==> src/rtl/prog_loader_pkg.sv <==
// Shared definitions for the program loader: FSM state encoding, word framing
// constants and stream-position helpers.
// Optional feature: define LOADER_CHECKSUM_EN to add the trailing XOR checksum
// word and the CHK state.
package prog_loader_pkg;

    localparam int BYTES_PER_WORD = 4;
    localparam int BYTE_CNT_W     = $clog2(BYTES_PER_WORD);

    // Position of the header in the word stream, and distance from the last
    // program word to the checksum word.
    localparam int HDR_WORD_POS   = 0;
    localparam int CHK_WORD_OFS   = 1;

    typedef enum logic [2:0] {
        IDLE = 3'd0,
        HDR  = 3'd1,
        LOAD = 3'd2,
`ifdef LOADER_CHECKSUM_EN
        CHK  = 3'd3,
`endif
        DONE = 3'd4,
        ERR  = 3'd5
    } loader_state_t;

    // Stream index of the last program word for a header value n.
    function automatic logic [31:0] last_prog_pos(input logic [31:0] n);
        return n + 32'(HDR_WORD_POS);
    endfunction

    // Stream index of the checksum word for a header value n.
    function automatic logic [31:0] checksum_pos(input logic [31:0] n);
        return n + 32'(HDR_WORD_POS) + 32'(CHK_WORD_OFS);
    endfunction

    // States in which the byte stream is being consumed.
    function automatic logic accepts_bytes(input loader_state_t s);
`ifdef LOADER_CHECKSUM_EN
        return (s == HDR) || (s == LOAD) || (s == CHK);
`else
        return (s == HDR) || (s == LOAD);
`endif
    endfunction

endpackage

==> src/rtl/prog_loader_word_assembler.sv <==
// Byte-to-word assembler: collects BYTES_PER_WORD bytes little-endian first
// and pulses word_valid on the cycle after the last byte of a word arrives.
module word_assembler
    import prog_loader_pkg::*;
(
    input  logic        clk,
    input  logic        rst,
    input  logic        clear,
    input  logic        byte_en,
    input  logic [7:0]  byte_data,
    output logic        word_valid,
    output logic [31:0] word
);

    localparam logic [BYTE_CNT_W-1:0] LAST_BYTE = BYTE_CNT_W'(BYTES_PER_WORD - 1);

    logic [BYTE_CNT_W-1:0] byte_cnt;

    // Shift each byte in at the top so the first byte ends up in bits [7:0].
    always_ff @(posedge clk or posedge rst) begin
        if (rst) begin
            byte_cnt   <= '0;
            word       <= '0;
            word_valid <= 1'b0;
        end else if (clear) begin
            byte_cnt   <= '0;
            word       <= '0;
            word_valid <= 1'b0;
        end else begin
            word_valid <= byte_en && (byte_cnt == LAST_BYTE);
            if (byte_en) begin
                word     <= {byte_data, word[31:8]};
                byte_cnt <= (byte_cnt == LAST_BYTE) ? '0 : byte_cnt + 1'b1;
            end
        end
    end

endmodule

==> src/rtl/prog_loader.sv <==
// Program loader: reads a header word N followed by N program words from a
// byte stream, writes them to instruction memory from address 0, and holds the
// core in reset until the load finishes.
// Optional feature: LOADER_CHECKSUM_EN adds a trailing checksum word equal to
// the XOR of the header and all program words, checked in the CHK state.
module prog_loader
    import prog_loader_pkg::*;
#(
    parameter int IMEM_DEPTH = 256,
    parameter int ADDR_W     = 8
)(
    input  logic              clk,
    input  logic              rst,
    input  logic              start,
    input  logic              byte_valid,
    input  logic [7:0]        byte_data,
    output logic              byte_ready,
    output logic              imem_we,
    output logic [ADDR_W-1:0] imem_addr,
    output logic [31:0]       imem_wdata,
    output logic              cpu_hold,
    output logic              done,
    output logic              err
);

    localparam logic [31:0] DEPTH_W = 32'(IMEM_DEPTH);

    loader_state_t     state;
    loader_state_t     state_nx;
    logic              load_clear;
    logic              byte_en;
    logic              word_valid;
    logic [31:0]       word;
    logic [ADDR_W:0]   hdr_n;
    logic [ADDR_W-1:0] addr_cnt;
    logic [ADDR_W+1:0] word_idx;
    logic              last_prog;
`ifdef LOADER_CHECKSUM_EN
    logic [31:0]       csum;
    logic              csum_ok;
`endif

    assign load_clear = start && ((state == IDLE) || (state == DONE) || (state == ERR));
    assign byte_en    = byte_valid && byte_ready;
    assign last_prog  = (32'(word_idx) == last_prog_pos(32'(hdr_n)));
`ifdef LOADER_CHECKSUM_EN
    assign csum_ok    = (32'(word_idx) == checksum_pos(32'(hdr_n))) && (word == csum);
`endif

    word_assembler u_asm (
        .clk        (clk),
        .rst        (rst),
        .clear      (load_clear),
        .byte_en    (byte_en),
        .byte_data  (byte_data),
        .word_valid (word_valid),
        .word       (word)
    );

    // State register.
    always_ff @(posedge clk or posedge rst) begin
        if (rst) begin
            state <= IDLE;
        end else begin
            state <= state_nx;
        end
    end

    // Next-state decisions, driven by completed words from the assembler.
    always_comb begin
        state_nx = state;
        case (state)
            IDLE, DONE, ERR: begin
                if (start) begin
                    state_nx = HDR;
                end
            end
            HDR: begin
                if (word_valid) begin
                    if (word > DEPTH_W) begin
                        state_nx = ERR;
                    end else if (word == 32'd0) begin
`ifdef LOADER_CHECKSUM_EN
                        state_nx = CHK;
`else
                        state_nx = DONE;
`endif
                    end else begin
                        state_nx = LOAD;
                    end
                end
            end
            LOAD: begin
                if (word_valid && last_prog) begin
`ifdef LOADER_CHECKSUM_EN
                    state_nx = CHK;
`else
                    state_nx = DONE;
`endif
                end
            end
`ifdef LOADER_CHECKSUM_EN
            CHK: begin
                if (word_valid) begin
                    state_nx = csum_ok ? DONE : ERR;
                end
            end
`endif
            default: begin
                state_nx = IDLE;
            end
        endcase
    end

    // Outputs decoded from the current state; write data and address come
    // straight from registers so they are stable for the whole write pulse.
    always_comb begin
        byte_ready = accepts_bytes(state);
        imem_we    = (state == LOAD) && word_valid;
        cpu_hold   = (state != DONE);
        done       = (state == DONE);
        err        = (state == ERR);
        imem_addr  = addr_cnt;
        imem_wdata = word;
    end

    // Header capture, stream word index, write address and checksum.
    always_ff @(posedge clk or posedge rst) begin
        if (rst) begin
            hdr_n    <= '0;
            addr_cnt <= '0;
            word_idx <= '0;
`ifdef LOADER_CHECKSUM_EN
            csum     <= '0;
`endif
        end else if (load_clear) begin
            hdr_n    <= '0;
            addr_cnt <= '0;
            word_idx <= '0;
`ifdef LOADER_CHECKSUM_EN
            csum     <= '0;
`endif
        end else begin
            if (word_valid) begin
                word_idx <= word_idx + 1'b1;
            end
            if ((state == HDR) && word_valid) begin
                hdr_n <= word[ADDR_W:0];
            end
            if (imem_we && !last_prog) begin
                addr_cnt <= addr_cnt + 1'b1;
            end
`ifdef LOADER_CHECKSUM_EN
            if (word_valid && ((state == HDR) || (state == LOAD))) begin
                csum <= csum ^ word;
            end
`endif
        end
    end

endmodule
==> config.mk <==
export PLATFORM = sky130hd
export DESIGN_NAME = prog_loader
export DESIGN_NICKNAME = d
export VERILOG_FILES = /design/src/rtl/prog_loader_pkg.sv /design/src/rtl/prog_loader_word_assembler.sv /design/src/rtl/prog_loader.sv
export SDC_FILE = /design/constraint.sdc
export NUM_CORES = 1
export LEC_CHECK = 0
export ABC_AREA = 1
export BUFFER_PORTS_ARGS = -buffer_cell sky130_fd_sc_hd__buf_2
export CAP_MARGIN = 0
export CORE_MARGIN = 1
export CORE_UTILIZATION = 30
export DETAILED_ROUTE_END_ITERATION = 16
export GPL_ROUTABILITY_DRIVEN = 0
export PLACE_DENSITY = 0.56
export SLEW_MARGIN = 20
export SYNTH_ARGS = -nofsm -noshare
export SYNTH_HDL_FRONTEND = slang
export SYNTH_HIERARCHICAL = 1
export SYNTH_SLANG_ARGS = --single-unit
==> constraint.sdc <==
create_clock -name clk -period 2.5 [get_ports clk]
set_input_delay 0 -clock clk [delete_from_list [all_inputs] [get_ports clk]]
set_output_delay 0 -clock clk [all_outputs]
set_load 0.02 [all_outputs]
==> impl_results.md <==
* CP Data Required Time at 2780 ps
* Number of synthesized flops with an enable pin at 0
* CP Max Fanout at 34
* Worst hold stages at 5
* First-pass GRT wire length at 12900 um
* CP Launch Point: state[2]
* Clk_skew at 12.8 ps
* Clock-pin slew on the worst setup and hold paths at 80 ps
* Area Overhead vs Synth at 19.6%
* Clock buffer depth at 2
* Status: finished clean
* Finished Cell Area at 0.00395 mm^2
* VDD IR max at 0.000306 V
* Worst relative slew slack at 0.500
* Final period utilization at 0.741
* Worst setup EP type: register
* Fraction of layout cells with a size suffix above 1 at 0.201
* Hold Path Origin: start
* Max Cap Viol at 0
* Gr usage total at 0.146
* Register area share after synthesis at 0.493
* Yosys Warn Count at 6
* Routed len/inst at 12.4 um
* P_leak at 2.09 nW
* Syn Inst Count at 411
* Crit path time final at 1850 ps
* Count of final hold-check violations at 0
* Final setup fails at 0
* Slew @ Worst Pin at 749 ps
* Post-CTS Setup Repair Bufs at 0
* # clock sinks at 65
* Total number of vias at 2810
* Synth Flop Type: dfrtp_1
* Resized cells post-CTS at 0
* Die width at 107 um
* Die Ht at 107 um
* Syn nets at 426
* Starting Density at 0.314
* WP data arrival at 2130 ps
* I/O pin cnt at 57
* DRT iter0 DRCs at 113
* ANT nets after route at 0
* Dpl cell area at 0.00367 mm^2
* # rows at 37
* Vias per cell at 4.55
* Hold path endpoint: state[1]
* Fin Setup TNS at 0 ps
* Power Density at 713 mW/mm^2
* # diodes at 0
* Die area at 0.0114 mm^2
* HPWL Detailed at 5300 um
* R2R Setup Slk at 650 ps
* Initial antenna violation count at 0
* Htree depth at 3
* Root Buffer: clkbuf_8
* RR Endpoint: u_asm/word[2]
* I/O Buffers at 56
* Clk_lat worst skew at 350 ps
* Final Max Slew Viols at 0
* Grt total ovfl at 0
* RSZ-0062 raised after global routing: false
* Vias in the first global route at 2704
* Mapped Avg Cell Area at 8.03 um^2
* Flops & latches, synth at 65
* Kind of critical path: register to register
* Asr flop ratio synth at 1.00
* CTS tree: done
* Post-CTS Hold Buffers at 9
* Worst r2r src: state[2]
* Net count, final at 492
* Mapped cell area at 0.00330 mm^2
* Fillers at 1092
* Num CTS Buffers at 9
* Core ar. at 0.0105 mm^2
* Hold Path Class: input port to register
* Startpoint types: register
* Synth unique cells at 33
* Drt pass-1 iters at 4
* R2R depth at 7
* Largest net degree at the start of global routing at 36
* Fmax at 540 MHz
* Hold WS at 96.4 ps
* DRT Wirelength at 7650 um
* DRC violations left at 0
area by class of cell:
| cell class | count | area (um^2) | area share |
|---|---|---|---|
| clock inverter | 6 | 50.0 | 0.0127 |
| multi-input combinational | 284 | 1380 | 0.350 |
| inverter | 48 | 180 | 0.0457 |
| sequential | 65 | 1630 | 0.412 |
| timing repair buffer | 69 | 400 | 0.101 |
| tap | 136 | 170 | 0.0431 |
| clock buffer | 10 | 138 | 0.0349 |
critical path, stage by stage (launching register included):
cell     delay [ps]
dfrtp_1         410
inv_1            90
nand2_1         180
nor2_4           80
o21a_1          230
nor2_4          580
nand2_1         110
nand2_1          90
cell usage in the layout, fill, tap and decap left out, types with 2 or more instances in the layout:
master / n
nand2_1: 131
nand3_1: 55
nand3b_1: 2
nor2_1: 33
dfrtp_1: 65
o22ai_1: 4
clkbuf_8: 10
nand2_4: 2
o21ai_1: 3
xor2_1: 7
inv_6: 3
a31oi_1: 2
inv_1: 43
dlygate4sd3_1: 9
o21ai_0: 10
clkinvlp_4: 2
nor2_4: 2
inv_2: 5
nand3_2: 4
o21ai_2: 3
ha_1: 3
buf_4: 4
nand4_1: 3
buf_2: 56
nor3_1: 5
a21oi_1: 6
where the power goes:
group | internal (mW) | switching, mW | total (mW) | leakage [nW]
clock network | 0.399 | 0.451 | 0.849 | 0.0899
registers | 1.18 | 0.152 | 1.33 | 0.791
logic | 0.235 | 0.394 | 0.630 | 1.21
flip-flops by register name (all words and copies together) (netlist names):
name	count
hdr_n	9
imem_addr	8
state	3
u_asm/byte_cnt	2
u_asm/word	32
u_asm/word_valid	1
word_idx	10
Yosys cell counts (2+ instances only):
cell type  count  area, um^2
nand2_1      131         492
dfrtp_1       65        1630
nand3_1       55         275
inv_1         43         161
nor2_1        33         124
o21ai_0       10        50.1
buf_2          8        40.0
xor2_1         7        61.3
a21oi_1        6        30.0
inv_2          5        18.8
nor3_1         5        25.0
buf_6          4        45.0
nand3_2        4        40.0
o22ai_1        4        25.0
ha_1           3        37.5
nand4_1        3        18.8
o21ai_1        3        15.0
o21ai_2        3        26.3
a31oi_1        2        12.5
nand2_4        2        22.5
nand3b_1       2        15.0
nor2_4         2        22.5
routing by layer:
| layer | track usage | share of wire | vias to the layer above |
|---|---|---|---|
| li1 | - | - | 1443 |
| met5 | 0 | 0 | - |
| met3 | 0.0474 | 0.052 | 11 |
| met1 | 0.179 | 0.46 | 1295 |
| met4 | 0.0470 | 0.014 | 0 |
| met2 | 0.242 | 0.48 | 61 |
how the worst max path moves through the flow:
stage	endpoint	cells after the start
after floorplan	u_asm/word[0]	9
after detailed placement	u_asm/word[9]	7
after global placement	u_asm/word[2]	7
final	u_asm/word[2]	7
after global routing	u_asm/word[18]	7
after CTS	u_asm/word[2]	7
cell families after synthesis:
family / Yosys count / share of synthesized area
XOR/XNOR: 7 / 0.0186
flip-flops: 65 / 0.493
AND/OR/NAND/NOR: 243 / 0.333
AO/OA/AOI/OAI: 31 / 0.0550
buffers and inverters: 62 / 0.0887
adder cells (fa/ha/maj): 3 / 0.0114
stage by stage:
stage	setup WS (ps)	util	instances	power, mW
floorplan	937	-	411	1.78
global placement	723	0.349	593	1.97
detailed placement	657	0.349	593	1.98
CTS	624	0.375	618	2.84
global route	457	0.375	618	2.99
finish	648	0.375	618	2.81
(Power assumes the default switching activity.)
